**config.mk**
```make
export PLATFORM = sky130hd
export DESIGN_NAME = cmp_stb_sampler
export DESIGN_NICKNAME = d
export VERILOG_FILES = /design/src/rtl/cmp_stb_sampler.sv
export SDC_FILE = /design/constraint.sdc
export NUM_CORES = 1
export LEC_CHECK = 0
export BUFFER_PORTS_ARGS = -buffer_cell sky130_fd_sc_hd__buf_4
export CAP_MARGIN = 10
export CORE_ASPECT_RATIO = 0.6
export CORE_UTILIZATION = 53
export CTS_BUF_LIST = sky130_fd_sc_hd__clkbuf_4
export DETAILED_ROUTE_END_ITERATION = 10
export PLACE_DENSITY = 0.73
export SYNTH_ARGS = -nofsm -noshare
export SYNTH_HDL_FRONTEND = slang
export SYNTH_SLANG_ARGS = --single-unit
```
**constraint.sdc**
```tcl
create_clock -name wb_clk_i -period 3.19 [get_ports wb_clk_i]
set_input_delay 0.1595 -clock wb_clk_i [delete_from_list [all_inputs] [get_ports wb_clk_i]]
set_output_delay 0.1595 -clock wb_clk_i [all_outputs]
set_load 0.01 [all_outputs]
```
**src/rtl/cmp_stb_sampler.sv**
```systemverilog
// Strobe-driven comparator sampler: issues N strobe requests, waits for each
// synchronized strobe_valid edge, lets the comparator settle, then counts hits.
module cmp_stb_sampler #(
    parameter int N_W            = 16,
    parameter int SETTLE_CYCLES  = 4,
    parameter int TIMEOUT_CYCLES = 1024
) (
    input  logic           wb_clk_i,
    input  logic           wb_rst_i,
    input  logic           run_i,
    input  logic [N_W-1:0] n_samples_i,
    output logic           stb_req_o,
    input  logic           stb_valid_i,
    input  logic           cmp_i,
    output logic [N_W-1:0] hit_cnt_o,
    output logic           majority_o,
    output logic           busy_o,
    output logic           done_o,
    output logic           err_o
);

    localparam logic [2:0] S_IDLE   = 3'd0;
    localparam logic [2:0] S_REQ    = 3'd1;
    localparam logic [2:0] S_WAIT   = 3'd2;
    localparam logic [2:0] S_SETTLE = 3'd3;
    localparam logic [2:0] S_DONE   = 3'd4;

    localparam int TO_W = $clog2(TIMEOUT_CYCLES);
    localparam int ST_W = (SETTLE_CYCLES > 1) ? $clog2(SETTLE_CYCLES) : 1;
    // WAIT gives up once the next count value would reach TIMEOUT_CYCLES-1,
    // which puts DONE exactly TIMEOUT_CYCLES cycles after the REQ cycle.
    localparam logic [TO_W-1:0] TO_LAST = TO_W'(TIMEOUT_CYCLES - 2);
    localparam logic [ST_W-1:0] ST_LAST = ST_W'(SETTLE_CYCLES - 1);

    logic [2:0]      r_state;
    logic            r_valid_s1;
    logic            r_valid_s2;
    logic            r_valid_s3;
    logic            r_cmp_s1;
    logic            r_cmp_s2;
    logic [N_W-1:0]  r_n;
    logic [N_W-1:0]  r_hit;
    logic [N_W-1:0]  r_smp;
    logic [TO_W-1:0] r_to_cnt;
    logic [ST_W-1:0] r_set_cnt;
    logic            r_err;
    logic            r_maj;

    logic            w_valid_edge;
    logic [N_W-1:0]  w_hit_next;
    logic [N_W-1:0]  w_smp_next;
    logic            w_maj_next;

    assign w_valid_edge = r_valid_s2 & ~r_valid_s3;
    assign w_hit_next   = (r_cmp_s2 && (r_hit != '1)) ? r_hit + N_W'(1) : r_hit;
    assign w_smp_next   = r_smp + N_W'(1);
    assign w_maj_next   = ({w_hit_next, 1'b0} > {1'b0, r_n});

    always_ff @(posedge wb_clk_i) begin
        if (wb_rst_i) begin
            r_valid_s1 <= 1'b0;
            r_valid_s2 <= 1'b0;
            r_valid_s3 <= 1'b0;
            r_cmp_s1   <= 1'b0;
            r_cmp_s2   <= 1'b0;
        end else begin
            r_valid_s1 <= stb_valid_i;
            r_valid_s2 <= r_valid_s1;
            r_valid_s3 <= r_valid_s2;
            r_cmp_s1   <= cmp_i;
            r_cmp_s2   <= r_cmp_s1;
        end
    end

    always_ff @(posedge wb_clk_i) begin
        if (wb_rst_i) begin
            r_state   <= S_IDLE;
            r_n       <= '0;
            r_hit     <= '0;
            r_smp     <= '0;
            r_to_cnt  <= '0;
            r_set_cnt <= '0;
            r_err     <= 1'b0;
            r_maj     <= 1'b0;
        end else begin
            case (r_state)
                S_IDLE: begin
                    if (run_i) begin
                        if (n_samples_i != '0) begin
                            r_n     <= n_samples_i;
                            r_hit   <= '0;
                            r_smp   <= '0;
                            r_err   <= 1'b0;
                            r_state <= S_REQ;
                        end else begin
                            r_hit   <= '0;
                            r_err   <= 1'b1;
                            r_maj   <= 1'b0;
                            r_state <= S_DONE;
                        end
                    end
                end
                S_REQ: begin
                    r_to_cnt <= '0;
                    r_state  <= S_WAIT;
                end
                S_WAIT: begin
                    if (w_valid_edge) begin
                        r_set_cnt <= '0;
                        r_state   <= S_SETTLE;
                    end else if (r_to_cnt == TO_LAST) begin
                        r_err   <= 1'b1;
                        r_maj   <= 1'b0;
                        r_state <= S_DONE;
                    end else begin
                        r_to_cnt <= r_to_cnt + TO_W'(1);
                    end
                end
                S_SETTLE: begin
                    if (r_set_cnt == ST_LAST) begin
                        r_hit <= w_hit_next;
                        r_smp <= w_smp_next;
                        if (w_smp_next == r_n) begin
                            r_maj   <= w_maj_next;
                            r_state <= S_DONE;
                        end else begin
                            r_state <= S_REQ;
                        end
                    end else begin
                        r_set_cnt <= r_set_cnt + ST_W'(1);
                    end
                end
                S_DONE: begin
                    r_state <= S_IDLE;
                end
                default: begin
                    r_state <= S_IDLE;
                end
            endcase
        end
    end

    assign stb_req_o  = (r_state == S_REQ);
    assign busy_o     = (r_state != S_IDLE);
    assign done_o     = (r_state == S_DONE);
    assign hit_cnt_o  = r_hit;
    assign majority_o = r_maj;
    assign err_o      = r_err;

endmodule
```
# Word level (Yosys, flattened, before mapping)
# Index checks and enable logic that the tools add are counted.
# word_totals
ff_bits	70
input_bits	21
output_inout_bits	21
wordCells	89
# classes
addsub	4
n_lt_le_gt_ge	1
eq_ne	19
muxes	33
bitwise	2
n_reduce_logical	17
# ops
cell	count
$mux 16	6
$pmux 16 s2	2
$add 16x1->16 const B	2
$mux 10	2
$ne 2x2->1 const B	10
$pmux 10 s2	1
$mux 3	6
$gt 17x16->1	1
$eq 16x16->1	1
$ne 16x16->1 const B	1
$reduce_bool 16->1	1
$reduce_and 3->1	5
$pmux 3 s4	1
$add 10x1->10 const B	1
$eq 10x10->1 const B	1
$mux 1	10
$reduce_and 4->1	2
$reduce_bool 2->1	4
$reduce_and 7->1	1
$eq 3x2->1 const B	2
$reduce_bool 3->1	2
$mux 2	2
$pmux 2 s2	1
$eq 3x1->1 const B	1
10 further kinds	10

# Longest topological paths before layout
# Gate-level depths: netlist (run 1).
# depth
ltp_word	7
depth_mapped	15
depth_no_buf	14

# Worst setup path before layout (run 1)
# OpenSTA, ideal clock, no wires.
# synth_timing
kind	register -> register
start	reg r_hit[6], in the netlist hit_cnt_o[6]
end	reg r_maj, in the netlist majority_o
setup_time_ps	123
arrival_time_ps	2905
required_ps	3067
setup_slack_ps	162
path_stages_with_launch	14
path_buffers	1
period_less_slack_ps	3028
cell_sequence	dfxtp_1 > clkbuf_1 > and4_1 > nand2_1 > nor4_1 > nand3_1 > xnor2_1 > ha_1 > nand2_1 > nor4_1 > a2111oi_0 > a21oi_1 > o2111ai_1 > o21ai_1
# synth_between
elab_chain_len	7
elab_cells_between_ends	8
classes_between	1 x add/sub; 1 x order compare; 1 x eq/ne; 4 x mux; 1 x reduce/logical
# synth_lines
element	line_no	text
start: declaration	42	logic [N_W-1:0] r_hit;
start signal: assignment	121	r_hit <= w_hit_next;
branches (longest 2 deep; another with $add 16x1->16)	n/a	
$mux 16 *	55	assign w_hit_next = (r_cmp_s2 && (r_hit != '1)) ? r_hit + N_W'(1) : r_hit;
$gt 17x16->1 *	57	assign w_maj_next = ({w_hit_next, 1'b0} > {1'b0, r_n});
$mux 1 *	123	if (w_smp_next == r_n) begin
$mux 1 *	120	if (r_set_cnt == ST_LAST) begin
$pmux 1 s3 *	86	case (r_state)
end signal: assignment	124	r_maj <= w_maj_next;
end: declaration	47	logic r_maj;
# Mark *: on every way between the ends. The select of a mux whose other input is x is not followed.
# A chain may end at the register's enable or synchronous reset.

# Worst setup path after layout (run 1)
# layout_timing
start	reg r_hit[1], in the netlist hit_cnt_o[1]
end	reg r_maj, in the netlist majority_o
# Same word-level chain as after synthesis.

==> results.cfg, run 1 <==
[synth]
synth_cells = 519
synth.area.top_cells = dfxtp_1 34%, nor2_1 6.4%, ha_1 6.0%, xnor2_1 5.3%, mux2i_1 4.1%
synth_common_cells = 71 x nor2_1, 70 x dfxtp_1, 37 x nand2_1, 32 x a21oi_1, 25 x xnor2_1
ys_seq_elements = 70
synthDistinctLibCells = 57
yosysWarnings = 0
ys.flop_type = dfxtp_1
yosysTopAreaCell = dfxtp_1
syn_nets = 560
syn_area_per_cell_um2 = 8.01
synth.most_common_cell = nor2_1
synth_top_area_share_pct = 33.7
syn_area_um2 = 4160
async_flop_share_pct = 0
synth-edff-count = 0
seq_area_frac_synth_pct = 33.7

[drt]
postRouteAntennaNets = 0
dr.pass1.iters = 8
drcViolationCount = 0
wire_per_inst_um = 17.2
routed-via-count = 4086
via_per_inst = 5.87
routed_wl_um = 12000
drt_iter0_markers = 397

[min_path]
min_path_type = in -> reg
whs_endpoint = err_o
holdPathStages = 4
worstHoldStart = run_i

[run]
drv_cap = 0

[worst_setup_path]
crit_type = reg -> reg
cp_max_fo = 7
worstReg2RegEnd = majority_o
endpoint_kind = flip-flop
crit_buf_inv = 2
crit_required_ns = 3.54
critPathSlowestCell = a2111oi_2
rr_worst_depth = 15
regToRegSetupSlack_ns = -0.002
crit_chain = ha_4 -> nand4_1 -> o41ai_4 -> buf_6 -> buf_6 -> nor3_4 -> nand4_1 -> xnor2_1 -> ha_1 -> nand2_2 -> a2111oi_4 -> a2111oi_2 -> a21oi_1 -> o2111ai_1 -> o21ai_1
cp-start-kind = flip-flop
cp.arrival_ns = 3.55
timing.rr.start = hit_cnt_o[1]
path_delay_family = compound AO/OA/AOI/OAI gates
cpPeakStageDelay_ns = 0.36

[power_and_ir_drop]
pwr_density_cell_nw_per_um2 = 504
p_leak_nw = 2.10
totalPowerFinal_w = 0.00259
max-vdd-ir-drop_uv = 298

[layout]
seq_area_um2 = 1410
nNetsFinal = 627
syn2layout_area_growth_pct = 23.7
drive_above_1_share_pct = 19.1
utilization_pct = 69.4
postLayoutCellArea_um2 = 5150
fill_cells = 608
multi_input_area_um2 = 2640

[grt]
grt_usage_pct = 29.7
antenna_found_initial = 0
grt_overflow_total = 0
grt_max_degree = 65
grt_pass1_wl_um = 18600
grt_pass1_vias = 3685

[timing]
min_period_ns = 3.19
maxSlewHeadroom_pct = 52.0
setup_violations = 1
finClkSkew_ns = 0.0179
setup_slack_ns = -0.00168
worst_pin_slew_ns = 0.712
finalMaxSlewViolations = 0
rsz0062_at_grt = true
holdWs_ns = 0.169
min_period_over_period_pct = 100
setup-tns-final_ns = -0.00168
hold_viol_final = 0
clock.fmax_mhz = 313

[place]
dp_hpwl_um = 8360
place_area_um2 = 4630
io_buffer_count = 41
globalplace.congestion = 0.926

[cts]
insertion_delay_ns = 0.45
cts_tree = yes
clockRootBuffer = clkbuf_4
cts_max_level = 3
cts_sinks = 70
clock_path_buffers = 2
path_clk_slew_ns = 0.13
cts_inserted_buffers = 9

[outcome]
failed_checks = negative setup slack
status = finished with violations

[floorplanning]
die_h_um = 70.6
fp.dieArea_um2 = 8220
core_um2 = 7420
ios = 42
initial_core_util_pct = 56.1
fp-row-count = 24
dieWidth_um = 116
## area by class of cell
type	instances	share of cell area, %
multi-input combinational	395	51.3
timing repair buffer	86	13.6
inverter	24	1.75
sequential	70	27.3
antenna	1	0.0486
clock buffer	9	1.31
tap	104	2.53
clock inverter	7	2.19
## timing repair
item / 4_1_cts / 5_1_grt
gates cloned: 0 / 0
hold endpoints to repair: 18 / 0
setup endpoints to repair: 1 / 1
setup buffers: 0 / 6
pin swaps: 0 / 13
hold buffers: 18 / 0
resized for setup: 2 / 20
## registers in the layout (all words and copies together), names as in the netlist
name        cells
r_smp          16
r_to_cnt       10
r_cmp_s2        1
r_valid_s1      1
r_cmp_s1        1
majority_o      1
r_valid_s3      1
r_n            16
hit_cnt_o      16
r_valid_s2      1
r_state         3
err_o           1
r_set_cnt       2
## layer usage
layer  routed length, µm  vias to the layer above  global-route usage, %
li1                    -                     1978                      -
met1                5550                     1884                   43.9
met2                5170                      202                   42.9
met3                1040                       22                   6.86
met4                 195                        0                   8.69
met5                   0                        -                      0
## how the worst max path moves through the flow
| stage | endpoint | slack [ns] | start | cells past startpoint |
|---|---|---|---|---|
| 2_1_floorplan | majority_o | 0.16 | hit_cnt_o[6] | 13 |
| 3_3_place_gp | majority_o | 0.07 | hit_cnt_o[0] | 15 |
| 3_5_place_dp | majority_o | -0.004 | hit_cnt_o[0] | 15 |
| 4_1_cts | majority_o | 0.04 | hit_cnt_o[0] | 13 |
| 5_1_grt | majority_o | -0.16 | hit_cnt_o[1] | 15 |
| 6_report | majority_o | -0.002 | hit_cnt_o[1] | 15 |
## layout by cell type (no fill, tap or decap), types with 5 or more instances in the layout
cell type / count
nor2_1: 71
dfxtp_1: 67
buf_4: 66
nand2_1: 36
a21oi_1: 31
inv_1: 24
xnor2_1: 24
o21ai_0: 22
nand3_1: 21
nor3_1: 21
ha_1: 19
dlygate4sd3_1: 18
mux2i_1: 17
xor2_1: 16
nand4_1: 15
a22oi_1: 11
nor4_1: 9
clkbuf_4: 9
and3_1: 5
a311oi_1: 5
## power breakdown
part / switching (W) / internal [W]
Sequential: 0.0000926 / 0.000944
Combinational: 0.000478 / 0.000353
Clock: 0.000334 / 0.000392
Total: 0.000904 / 0.00169
## kinds of logic after synthesis
| family | Yosys count | share of synthesized area (%) |
|---|---|---|
| and+or+nand+nor | 218 | 26.7 |
| AOI/OAI and AO/OA | 97 | 14.9 |
| DFF | 70 | 33.7 |
| buffers and inverters | 54 | 5.42 |
| xor gates and xnor gates | 41 | 8.63 |
| adders and majority gates | 20 | 6.02 |
| muxes | 19 | 4.63 |
## worst register-to-register path: stages (launching register included)
cell and delay, ns:
dfxtp_2 0.35, ha_4 0.17, nand4_1 0.13, o41ai_4 0.11, buf_6 0.15, buf_6 0.11, nor3_4 0.35, nand4_1 0.25
xnor2_1 0.21, ha_1 0.34, nand2_2 0.15, a2111oi_4 0.05, a2111oi_2 0.36, a21oi_1 0.11, o2111ai_1 0.18, o21ai_1 0.08
## stage by stage
| stage | cells | setup WS, ns |
|---|---|---|
| after global placement | 655 | 0.0653 |
| final | 696 | -0.00168 |
| after detailed placement | 655 | -0.00353 |
| after global routing | 695 | -0.158 |
| after CTS | 689 | 0.0448 |
| after floorplan | 519 | 0.162 |
(Power assumes the default switching activity.)
==> run 2: changes to the inputs <==
--- a/config.mk
+++ b/config.mk
@@ -8,10 +8,10 @@
 export BUFFER_PORTS_ARGS = -buffer_cell sky130_fd_sc_hd__buf_4
 export CAP_MARGIN = 10
 export CORE_ASPECT_RATIO = 0.6
-export CORE_UTILIZATION = 53
+export CORE_UTILIZATION = 50
 export CTS_BUF_LIST = sky130_fd_sc_hd__clkbuf_4
 export DETAILED_ROUTE_END_ITERATION = 10
-export PLACE_DENSITY = 0.73
+export PLACE_DENSITY = 0.69
 export SYNTH_ARGS = -nofsm -noshare
 export SYNTH_HDL_FRONTEND = slang
 export SYNTH_SLANG_ARGS = --single-unit
==> run 2 against run 1 <==
Compared with the run above:
- the run now ends clean
- critical path depth did not move
- non-clock buffer count shrank 1
- sequential cell count did not move
- critical endpoint unchanged
==> results.cfg, run 2 (synthesis results as in run 1) <==
[floorplanning]
core_um2 = 7980
die_h_um = 72.6
fp-row-count = 25
initial_core_util_pct = 52.1
ios = 42
dieWidth_um = 120
fp.dieArea_um2 = 8700

[place]
dp_hpwl_um = 8290
io_buffer_count = 41
dp_slack_ns = 0.131
placed_cells = 659
globalplace.congestion = 0.936

[timing]
holdWs_ns = 0.0889
setup_violations = 0
finClkSkew_ns = 0.0152
setup_slack_ns = 0.0297
setup-tns-final_ns = 0
min_period_over_period_pct = 99.1
finalMaxSlewViolations = 0
worst_pin_slew_ns = 0.692
min_period_ns = 3.16
clock.fmax_mhz = 316
maxSlewHeadroom_pct = 53.9
hold_viol_final = 0

[layout]
nNetsFinal = 626
layoutNonFillerInstCount = 698
num_antenna_cells = 0
syn2layout_area_growth_pct = 21.4
fill_cells = 717
layout_commonest_cell = nor2_1
drive_above_1_share_pct = 18.3
mostFrequentLayoutCells = 70 x nor2_1, 68 x dfxtp_1, 65 x buf_4, 35 x nand2_1, 32 x a21oi_1

[outcome]
status = finished, final reports clean

[power_and_ir_drop]
totalPowerFinal_w = 0.00244
pwr_density_cell_nw_per_um2 = 484
p_leak_nw = 2.06
max-vdd-ir-drop_uv = 292

[min_path]
holdPathStages = 4
whs_endpoint = err_o
worstHoldStart = run_i
min_path_type = in -> reg

[cts]
insertion_delay_ns = 0.43
clock_path_buffers = 2
cts_max_level = 3
cts_inserted_buffers = 9
clockRootBuffer = clkbuf_4
cts_tree = yes
path_clk_slew_ns = 0.12
cts_sinks = 70

[grt]
grt_pass1_wl_um = 18000
grt_overflow_total = 0
grt_max_degree = 65
grtUsageMet1_pct = 41.6
use_met3_pct = 7.42
antenna_found_initial = 0
grt_pass1_vias = 3525
grt_usage_pct = 27.0
grtUsageMet2_pct = 36.4
busiest_layer = met1

[worst_setup_path]
crit_chain = ha_4 -> nand4_1 -> o41ai_2 -> buf_4 -> nor4_1 -> buf_4 -> nand3_1 -> xnor2_1 -> ha_1 -> nand2_2 -> a2111oi_0 -> a2111oi_1 -> a21oi_1 -> o2111ai_1 -> o21ai_1
regToRegSetupSlack_ns = 0.03
cpPeakStageDelay_ns = 0.47
timing.rr.start = hit_cnt_o[0]
crit_type = reg -> reg
endpoint_kind = flip-flop
crit_required_ns = 3.56
cp.arrival_ns = 3.53
cp-start-kind = flip-flop
cp_max_fo = 6
worstReg2RegEnd = majority_o
cpMostUsedCell = buf_4
critPathSlowestCell = a2111oi_0
rr_worst_depth = 15

[drt]
drt_iter0_markers = 454
routed-via-count = 4075
via_per_inst = 5.84
routed_wl_um = 11600
postRouteAntennaNets = 0
wire_per_inst_um = 16.7
drcViolationCount = 0
dr.pass1.iters = 4

[run]
drv_cap = 0
## run 2: area by class of cell
type	count	area (µm²)	share of cell area, %
clock buffer	10	75.1	1.49
tap	108	135	2.68
clock inverter	6	62.6	1.24
sequential	70	1400	27.8
timing repair buffer	85	693	13.7
inverter	24	90.1	1.78
multi-input combinational	395	2590	51.3
## run 2: worst max-delay path: cells and delay by family (launching register included)
kind | cells | cell delay (ns)
simple gates | 4 | 0.38
compound gates | 6 | 1.34
xor+xnor | 1 | 0.08
buf+inv | 2 | 0.41
fa+ha+maj | 2 | 0.51
flops | 1 | 0.37
## run 2: how the worst max path moves through the flow
stage | start | slack [ns] | cells after the start | end
finish | hit_cnt_o[0] | 0.03 | 15 | majority_o
global route | hit_cnt_o[0] | -0.04 | 16 | majority_o
CTS | hit_cnt_o[0] | 0.12 | 15 | majority_o
detailed placement | hit_cnt_o[0] | 0.13 | 15 | majority_o
global placement | hit_cnt_o[0] | 0.29 | 14 | majority_o
floorplan | hit_cnt_o[6] | 0.16 | 13 | majority_o
## run 2: per-stage QoR
stage               util (%)  instance area [µm²]
global placement        58.1                 4630
global route            63.3                 5050
CTS                     62.1                 4950
floorplan                  -                 4160
finish                  63.3                 5050
detailed placement      58.1                 4630
## run 2: repair_timing
item	4_1_cts	5_1_grt
buffers inserted	0	4
hold endpoints to repair	18	0
hold buffers	18	0
setup endpoints to repair	0	1
gates resized for setup	0	14
## run 2: report_power, final
group / internal [W] / switching, W
sequential: 0.000944 / 0.0000938
combinational: 0.000359 / 0.000480
clock: 0.000244 / 0.000324
## run 2: layer usage
metal	wire (µm)	share of wire (%)	vias up
li1	-	-	1975
met2	4660	40	190
met5	0	0	-
met1	5910	51	1898
met4	92	0.79	0
met3	964	8.3	12
